**src/rtl/mem_bus_pkg.sv**
```systemverilog
// mem_bus_pkg: shared types and constants for the memory-link controller.
//   state_e        controller FSM states
//   BEATS          bus beats per cache line at default widths
//   BEAT_CNT_W     width of the beat counter
//   TIMEOUT_DEF    default progress timeout in cycles
//   line_align()   clears the byte-within-line bits of an address
package mem_bus_pkg;

  localparam int BUS_BITS_DEF  = 32;
  localparam int BEATS         = 8;
  localparam int LINE_BITS_DEF = BEATS * BUS_BITS_DEF;
  localparam int BEAT_CNT_W    = $clog2(BEATS);
  localparam int TIMEOUT_DEF   = 1024;

  typedef enum logic [2:0] {
    ST_IDLE    = 3'd0,
    ST_RD_ADDR = 3'd1,
    ST_RD_DATA = 3'd2,
    ST_RD_ACK  = 3'd3,
    ST_WR_ADDR = 3'd4,
    ST_WR_DATA = 3'd5,
    ST_WR_WAIT = 3'd6,
    ST_ERR     = 3'd7
  } state_e;

  // The link always carries a 32-byte aligned line address.
  function automatic logic [31:0] line_align(input logic [31:0] addr);
    return addr & 32'hFFFF_FFE0;
  endfunction

endpackage

```
**src/rtl/mem_bus_beat_buffer.sv**
```systemverilog
// mem_bus_beat_buffer: one cache line of storage viewed as BUS_BITS-wide beats.
// Used both to serialise a write line and to assemble a read line.
//   clk, rst_n   clock, async active-low reset (clears the line)
//   load_i       load the whole line from line_i (has priority over wr_en_i)
//   wr_en_i      write wr_beat_i into beat wr_idx_i
//   rd_idx_i     selects the beat driven on rd_beat_o
//   line_o       full registered line
module mem_bus_beat_buffer #(
  parameter int LINE_BITS = 256,
  parameter int BUS_BITS  = 32,
  parameter int IDX_W     = 3
) (
  input  logic                 clk,
  input  logic                 rst_n,
  input  logic                 load_i,
  input  logic [LINE_BITS-1:0] line_i,
  input  logic                 wr_en_i,
  input  logic [IDX_W-1:0]     wr_idx_i,
  input  logic [BUS_BITS-1:0]  wr_beat_i,
  input  logic [IDX_W-1:0]     rd_idx_i,
  output logic [BUS_BITS-1:0]  rd_beat_o,
  output logic [LINE_BITS-1:0] line_o
);

  localparam int NB = LINE_BITS / BUS_BITS;

  logic [LINE_BITS-1:0] line_q, line_d;

  always_comb begin
    line_d = line_q;
    if (load_i) begin
      line_d = line_i;
    end else if (wr_en_i) begin
      for (int b = 0; b < NB; b++) begin
        if (wr_idx_i == IDX_W'(b)) line_d[b*BUS_BITS +: BUS_BITS] = wr_beat_i;
      end
    end
  end

  always_comb begin
    rd_beat_o = '0;
    for (int b = 0; b < NB; b++) begin
      if (rd_idx_i == IDX_W'(b)) rd_beat_o = line_q[b*BUS_BITS +: BUS_BITS];
    end
  end

  always_ff @(posedge clk or negedge rst_n) begin
    if (!rst_n) line_q <= '0;
    else        line_q <= line_d;
  end

  assign line_o = line_q;

endmodule

```
**src/rtl/mem_bus_controller.sv**
```systemverilog
// mem_bus_controller: serialises one cache-line read or write at a time onto
// the narrow multiplexed memory link and reassembles read beats into a line.
//   req_*        request from cache/arbiter; req_ready high only in IDLE
//   rsp_*        one-cycle completion pulse, rsp_rdata valid for reads
//   err          sticky: memory made no progress for TIMEOUT cycles
//   *_c_to_m     registered link outputs towards memory
//   *_m_to_c     link inputs from memory
//   dbg_state    current FSM state (mem_bus_pkg::state_e encoding)
//
// Handshake: a request transfers on a clk edge where
// req_ready && (req_read || req_write); req_read wins when both are high and
// the write must be presented again. Request inputs are don't-care while
// req_ready is low. rsp_valid has no ready: the requester must take it.
module mem_bus_controller
  import mem_bus_pkg::*;
#(
  parameter int LINE_BITS = LINE_BITS_DEF,
  parameter int BUS_BITS  = BUS_BITS_DEF,
  parameter int TIMEOUT   = TIMEOUT_DEF
) (
  input  logic                 clk,
  input  logic                 rst_n,
  input  logic [31:0]          req_addr,
  input  logic                 req_read,
  input  logic                 req_write,
  input  logic [LINE_BITS-1:0] req_wdata,
  output logic                 req_ready,
  output logic                 rsp_valid,
  output logic                 rsp_is_write,
  output logic [LINE_BITS-1:0] rsp_rdata,
  output logic                 err,
  output logic [BUS_BITS-1:0]  address_data_bus_c_to_m,
  output logic                 address_on_c_to_m,
  output logic                 data_on_c_to_m,
  output logic                 read_en_c_to_m,
  output logic                 write_en_c_to_m,
  output logic                 resp_c_to_m,
  input  logic [BUS_BITS-1:0]  address_data_bus_m_to_c,
  input  logic                 data_on_m_to_c,
  input  logic                 resp_m_to_c,
  output logic [2:0]           dbg_state
);

  localparam int NBEATS = LINE_BITS / BUS_BITS;
  localparam int CNT_W  = (NBEATS == BEATS) ? BEAT_CNT_W : $clog2(NBEATS);
  localparam int TW     = $clog2(TIMEOUT + 1);
  localparam logic [CNT_W-1:0] LAST_BEAT = CNT_W'(NBEATS - 1);
  localparam logic [TW-1:0]    TMO_LAST  = TW'(TIMEOUT - 1);

  state_e               state_q, state_d;
  logic [CNT_W-1:0]     cnt_q, cnt_d;
  logic [TW-1:0]        tmo_q, tmo_d;

  logic [BUS_BITS-1:0]  bus_q, bus_d;
  logic                 addr_on_q, addr_on_d;
  logic                 data_on_q, data_on_d;
  logic                 rd_en_q, rd_en_d;
  logic                 wr_en_q, wr_en_d;
  logic                 resp_q, resp_d;
  logic                 rsp_valid_q, rsp_valid_d;
  logic                 rsp_is_write_q, rsp_is_write_d;

  logic                 acc_rd, acc_wr;
  logic                 beat_in;
  logic [CNT_W-1:0]     buf_rd_idx;
  logic [BUS_BITS-1:0]  buf_rd_beat;
  logic [LINE_BITS-1:0] buf_line;

  assign acc_rd  = (state_q == ST_IDLE) && req_read;
  assign acc_wr  = (state_q == ST_IDLE) && !req_read && req_write;
  assign beat_in = (state_q == ST_RD_DATA) && data_on_m_to_c;

  // Link outputs are registered from the next state, so the buffer must
  // already present the beat for the coming cycle: beat 0 while in WR_ADDR,
  // beat cnt+1 while in WR_DATA.
  assign buf_rd_idx = (state_q == ST_WR_DATA) ? cnt_q + CNT_W'(1) : '0;

  mem_bus_beat_buffer #(
    .LINE_BITS (LINE_BITS),
    .BUS_BITS  (BUS_BITS),
    .IDX_W     (CNT_W)
  ) u_buf (
    .clk       (clk),
    .rst_n     (rst_n),
    .load_i    (acc_wr),
    .line_i    (req_wdata),
    .wr_en_i   (beat_in),
    .wr_idx_i  (cnt_q),
    .wr_beat_i (address_data_bus_m_to_c),
    .rd_idx_i  (buf_rd_idx),
    .rd_beat_o (buf_rd_beat),
    .line_o    (buf_line)
  );

  // State register (with beat and progress counters)
  always_ff @(posedge clk or negedge rst_n) begin
    if (!rst_n) begin
      state_q <= ST_IDLE;
      cnt_q   <= '0;
      tmo_q   <= '0;
    end else begin
      state_q <= state_d;
      cnt_q   <= cnt_d;
      tmo_q   <= tmo_d;
    end
  end

  // Next-state logic
  always_comb begin
    state_d = state_q;
    unique case (state_q)
      ST_IDLE: begin
        if (acc_rd)      state_d = ST_RD_ADDR;
        else if (acc_wr) state_d = ST_WR_ADDR;
      end
      ST_RD_ADDR: state_d = ST_RD_DATA;
      ST_RD_DATA: begin
        if (data_on_m_to_c) begin
          if (cnt_q == LAST_BEAT) state_d = ST_RD_ACK;
        end else if (tmo_q == TMO_LAST) begin
          state_d = ST_ERR;
        end
      end
      ST_RD_ACK:  state_d = ST_IDLE;
      ST_WR_ADDR: state_d = ST_WR_DATA;
      ST_WR_DATA: if (cnt_q == LAST_BEAT) state_d = ST_WR_WAIT;
      ST_WR_WAIT: begin
        if (resp_m_to_c)            state_d = ST_IDLE;
        else if (tmo_q == TMO_LAST) state_d = ST_ERR;
      end
      ST_ERR:     state_d = ST_ERR;
      default:    state_d = ST_IDLE;
    endcase

    // Beat counter only lives in the data states; it wraps to 0 on the
    // last beat, which is also the exit condition.
    cnt_d = '0;
    if (state_d == ST_RD_DATA || state_d == ST_WR_DATA || state_d == ST_RD_ACK) begin
      if (state_q == ST_WR_DATA || beat_in) cnt_d = cnt_q + CNT_W'(1);
      else                                  cnt_d = cnt_q;
    end

    // Progress counter: counts idle cycles while waiting on memory.
    tmo_d = '0;
    if ((state_q == ST_RD_DATA && !data_on_m_to_c) ||
        (state_q == ST_WR_WAIT && !resp_m_to_c)) begin
      tmo_d = tmo_q + TW'(1);
    end
  end

  // Output logic (next values of the registered outputs)
  always_comb begin
    bus_d          = '0;
    addr_on_d      = 1'b0;
    data_on_d      = 1'b0;
    rd_en_d        = 1'b0;
    wr_en_d        = 1'b0;
    resp_d         = 1'b0;
    rsp_valid_d    = 1'b0;
    rsp_is_write_d = 1'b0;
    unique case (state_d)
      ST_RD_ADDR: begin
        addr_on_d = 1'b1;
        rd_en_d   = 1'b1;
        bus_d     = BUS_BITS'(line_align(req_addr));
      end
      ST_WR_ADDR: begin
        addr_on_d = 1'b1;
        wr_en_d   = 1'b1;
        bus_d     = BUS_BITS'(line_align(req_addr));
      end
      ST_WR_DATA: begin
        data_on_d = 1'b1;
        wr_en_d   = 1'b1;
        bus_d     = buf_rd_beat;
      end
      ST_RD_ACK: begin
        resp_d      = 1'b1;
        rsp_valid_d = 1'b1;
      end
      default: ;
    endcase
    // Write completion is reported in the cycle after the memory's resp.
    if (state_q == ST_WR_WAIT && resp_m_to_c) begin
      rsp_valid_d    = 1'b1;
      rsp_is_write_d = 1'b1;
    end
  end

  always_ff @(posedge clk or negedge rst_n) begin
    if (!rst_n) begin
      bus_q          <= '0;
      addr_on_q      <= 1'b0;
      data_on_q      <= 1'b0;
      rd_en_q        <= 1'b0;
      wr_en_q        <= 1'b0;
      resp_q         <= 1'b0;
      rsp_valid_q    <= 1'b0;
      rsp_is_write_q <= 1'b0;
    end else begin
      bus_q          <= bus_d;
      addr_on_q      <= addr_on_d;
      data_on_q      <= data_on_d;
      rd_en_q        <= rd_en_d;
      wr_en_q        <= wr_en_d;
      resp_q         <= resp_d;
      rsp_valid_q    <= rsp_valid_d;
      rsp_is_write_q <= rsp_is_write_d;
    end
  end

  assign address_data_bus_c_to_m = bus_q;
  assign address_on_c_to_m       = addr_on_q;
  assign data_on_c_to_m          = data_on_q;
  assign read_en_c_to_m          = rd_en_q;
  assign write_en_c_to_m         = wr_en_q;
  assign resp_c_to_m             = resp_q;
  assign rsp_valid               = rsp_valid_q;
  assign rsp_is_write            = rsp_is_write_q;
  assign rsp_rdata               = (rsp_valid_q && !rsp_is_write_q) ? buf_line : '0;
  assign req_ready               = (state_q == ST_IDLE);
  assign err                     = (state_q == ST_ERR);
  assign dbg_state               = state_q;

endmodule
```
**config.mk**
```make
export PLATFORM = sky130hd
export DESIGN_NAME = mem_bus_controller
export DESIGN_NICKNAME = d
export VERILOG_FILES = /design/src/rtl/mem_bus_pkg.sv /design/src/rtl/mem_bus_beat_buffer.sv /design/src/rtl/mem_bus_controller.sv
export SDC_FILE = /design/constraint.sdc
export NUM_CORES = 1
export LEC_CHECK = 0
export BUFFER_PORTS_ARGS = -buffer_cell sky130_fd_sc_hd__buf_2
export CAP_MARGIN = 20
export CORE_AREA = 2 2 241 243
export CTS_BUF_LIST = sky130_fd_sc_hd__clkbuf_4 sky130_fd_sc_hd__clkbuf_8
export DETAILED_ROUTE_END_ITERATION = 6
export DIE_AREA = 0 0 243 245
export PLACE_DENSITY_LB_ADDON = 0.3
export SLEW_MARGIN = 0
export SYNTH_ARGS = -nofsm -noshare
export SYNTH_HDL_FRONTEND = slang
export SYNTH_SLANG_ARGS = --single-unit
```
**constraint.sdc**
```tcl
create_clock -name clk -period 3.45 [get_ports clk]
set_clock_uncertainty 0.1 [all_clocks]
set_input_delay 0.69 -clock clk [delete_from_list [all_inputs] [get_ports clk]]
set_output_delay 0.69 -clock clk [all_outputs]
set_load 0.01 [all_outputs]
```
==> results.sh <==
export IMPL_grt_max_degree=156
export IMPL_hold_path_cell_count=3
export IMPL_p_total_mw=16.1
export IMPL_syn_area_um2=18000
export IMPL_fillers=5843
export IMPL_outcome="finished clean"
export IMPL_postCtsSetupRepairBufs=0
export IMPL_wl_per_cell_um=23.8
export IMPL_grt_usage=0.254
export IMPL_rr_endpoint="address_data_bus_c_to_m[12]"
export IMPL_worstHoldPathType="in -> reg"
export IMPL_fmaxAchievable_mhz=324
export IMPL_row_count=88
export IMPL_core_um2=57000
export IMPL_synth_edf_count=0
export IMPL_fin_nets=2795
export IMPL_rr_worst_depth=9
export IMPL_die_h_um=245
export IMPL_end_kind="output port"
export IMPL_hold_worst_slack_ns=0.122
export IMPL_htree_levels=2
export IMPL_syn_mean_instance_area_um2=9.38
export IMPL_seq_area_frac_synth=0.433
export IMPL_drive_gt1_frac=0.318
export IMPL_tns_ns=0
export IMPL_grt_first_pass_wirelength_um=114000
export IMPL_place_hpwl_um=58000
export IMPL_hold_path_end="u_buf.line_o[184]"
export IMPL_ys_flop_type="dfrtp_1"
export IMPL_cp_start_kind="register"
export IMPL_area_growth_pct=27.8
export IMPL_clock_path_buffers=3
export IMPL_crit_fanout=155
export IMPL_drcViolationCount=0
export IMPL_r2r_start="cnt_q[1]"
export IMPL_critPathArrivalTime_ns=2.30
export IMPL_clockRootBuffer="clkbuf_8"
export IMPL_vias=17390
export IMPL_final_max_slew_viol_count=0
export IMPL_drt_pre_antenna_iters=7
export IMPL_clock_sinks=312
export IMPL_netlist_instances=1921
export IMPL_numCtsBuffers=58
export IMPL_routabilityCongestion=0.941
export IMPL_hp_start="req_wdata[184]"
export IMPL_insertion_delay_ns=0.67
export IMPL_power_density_nw_per_um2=699
export IMPL_tightestPinTransition_ns=0.930
export IMPL_ys_top_cells_by_count="nand2_1 (315), dfrtp_1 (312), mux2i_1 (288)"
export IMPL_setup_viol_count_final=0
export IMPL_async_reset_ff_frac=1.00
export IMPL_layoutNonFillerInstCount=3286
export IMPL_multiInputGateArea_um2=9160
export IMPL_postCtsResizedCells=0
export IMPL_antenna_found_initial=12
export IMPL_start_util=0.316
export IMPL_clk_pin_slew_ns=0.06
export IMPL_layout_area_seq_um2=7810
export IMPL_io_pins=626
export IMPL_syn_num_nets=2254
export IMPL_finalCritPeriodShare=0.894
export IMPL_synth_top_area_share=0.433
export IMPL_cp_data_required_time_ns=2.66
export IMPL_period_needed_ns=3.09
export IMPL_slew_headroom=0.378
export IMPL_hold_viol=0
export IMPL_synth_most_common_cell="nand2_1"
export IMPL_synth_seq_cells=312
export IMPL_critical_path_class="reg -> out"
export IMPL_drt_iter0_markers=1363
export IMPL_io_buffers=620
export IMPL_grt_pass1_vias=17192
export IMPL_r2r_setup_slack_ns=0.49
export IMPL_synthTopCellsByArea="dfrtp_1 (43%), mux2i_1 (16%), and2_1 (9.0%)"
export IMPL_post_place_cells=3166
export IMPL_synth_cell_types=58
export IMPL_synth_warning_count=0
export IMPL_viasPerCell=5.29
export IMPL_die_w_um=243
export IMPL_synth_top_area_cell="dfrtp_1"
export IMPL_power_leakage_nw=12.5
export IMPL_cts_tree="done"
export IMPL_grt_overflow_total=0
export IMPL_drv_cap=0
export IMPL_rsz0062_at_grt="no"
export IMPL_drtAntennaViolNets=0
export IMPL_dieArea_um2=59500
export IMPL_wl_um=78400
export IMPL_ir_drop_mv=0.341
==> logic make-up (layout without fill, tap and decap cells) <==
| kind of cell | after synthesis | count (layout) | share of synthesized area |
|---|---|---|---|
| xor gates and xnor gates | 9 | 9 | 0.00438 |
| DFF | 312 | 312 | 0.433 |
| and+or+nand+nor | 674 | 674 | 0.190 |
| muxes | 288 | 288 | 0.160 |
| buffers and inverters | 199 | 787 | 0.0604 |
| AOI/OAI and AO/OA | 432 | 432 | 0.147 |
| other | 0 | 12 | 0 |
| adders and majority gates | 7 | 7 | 0.00486 |
==> worst max-delay path by stage <==
stage,start,to,slack [ns],cells after the start
3_3_place_gp,cnt_q[0],address_data_bus_c_to_m[12],0.66,9
4_1_cts,rsp_is_write,rsp_rdata[30],0.34,4
2_1_floorplan,cnt_q[0],address_data_bus_c_to_m[10],0.75,10
6_report,rsp_is_write,rsp_rdata[88],0.36,4
5_1_grt,rsp_is_write,rsp_rdata[77],0.28,4
3_5_place_dp,cnt_q[1],address_data_bus_c_to_m[12],0.60,9
==> state kept, by name, summed over array words and instances, names as in the netlist, 3 cells and up <==
register / count
cnt_q: 3
tmo_q: 11
dbg_state: 3
u_buf.line_o: 256
address_data_bus_c_to_m: 32
==> critical path, cell delays in order (launching register included) <==
cell and delay [ns]:
dfrtp_1 0.42, nor2b_4 0.18, buf_12 0.36, and2_1 0.28
buf_2 0.15
==> placed cells by master (no fill, tap or decap), drive strengths merged, types with 2 or more instances in the layout <==
cell     instances
ha               7
a221oi           3
o221ai          52
nor2            31
buf            667
o21ai          283
nor3             7
o22ai            2
clkbuf          96
o32ai            6
nor2b            3
xor2             4
o2bb2ai          8
dfrtp          312
mux2i          288
and2           259
clkinv           7
nor4             2
bufinv           2
and3            25
a21oi            9
a211oi           7
xnor2            5
nand3           10
diode           12
o21a             2
a2bb2oi         23
or3              2
nand2          320
inv             13
a22oi           31
nand2b           7
==> routing by layer <==
metal | vias to the layer above | GRT usage | wire, um
li1 | 7763 | - | -
met1 | 8633 | 0.374 | 36600
met2 | 864 | 0.370 | 33400
met3 | 122 | 0.0562 | 6360
met4 | 8 | 0.0733 | 1970
met5 | - | 0 | 57
==> timing repair <==
action	4_1_cts	5_1_grt
hold buffers	1	0
hold endpoints to repair	61	0
setup endpoints to repair	0	0
==> power breakdown <==
part / internal [mW] / switching, mW
Combinational: 2.17 / 3.06
Sequential: 5.22 / 1.52
Clock: 2.39 / 1.73
Total: 9.78 / 6.31
==> final cells by class <==
| class | count | share of cell area |
|---|---|---|
| multi-input combinational | 1410 | 0.398 |
| sequential | 312 | 0.339 |
| timing repair buffer | 668 | 0.160 |
| clock buffer | 96 | 0.0533 |
| tap | 765 | 0.0416 |
| clock inverter | 11 | 0.00494 |
| inverter | 12 | 0.00196 |
| antenna | 12 | 0.00130 |
==> stage by stage <==
stage                      util  instance area, um^2  worst slack (ns)
after global placement    0.380                21600             0.661
after CTS                 0.403                23000             0.335
after global routing      0.404                23000             0.285
after floorplan               -                18000             0.752
after detailed placement  0.380                21600             0.595
final                     0.404                23000             0.364
(Power assumes the default switching activity.)
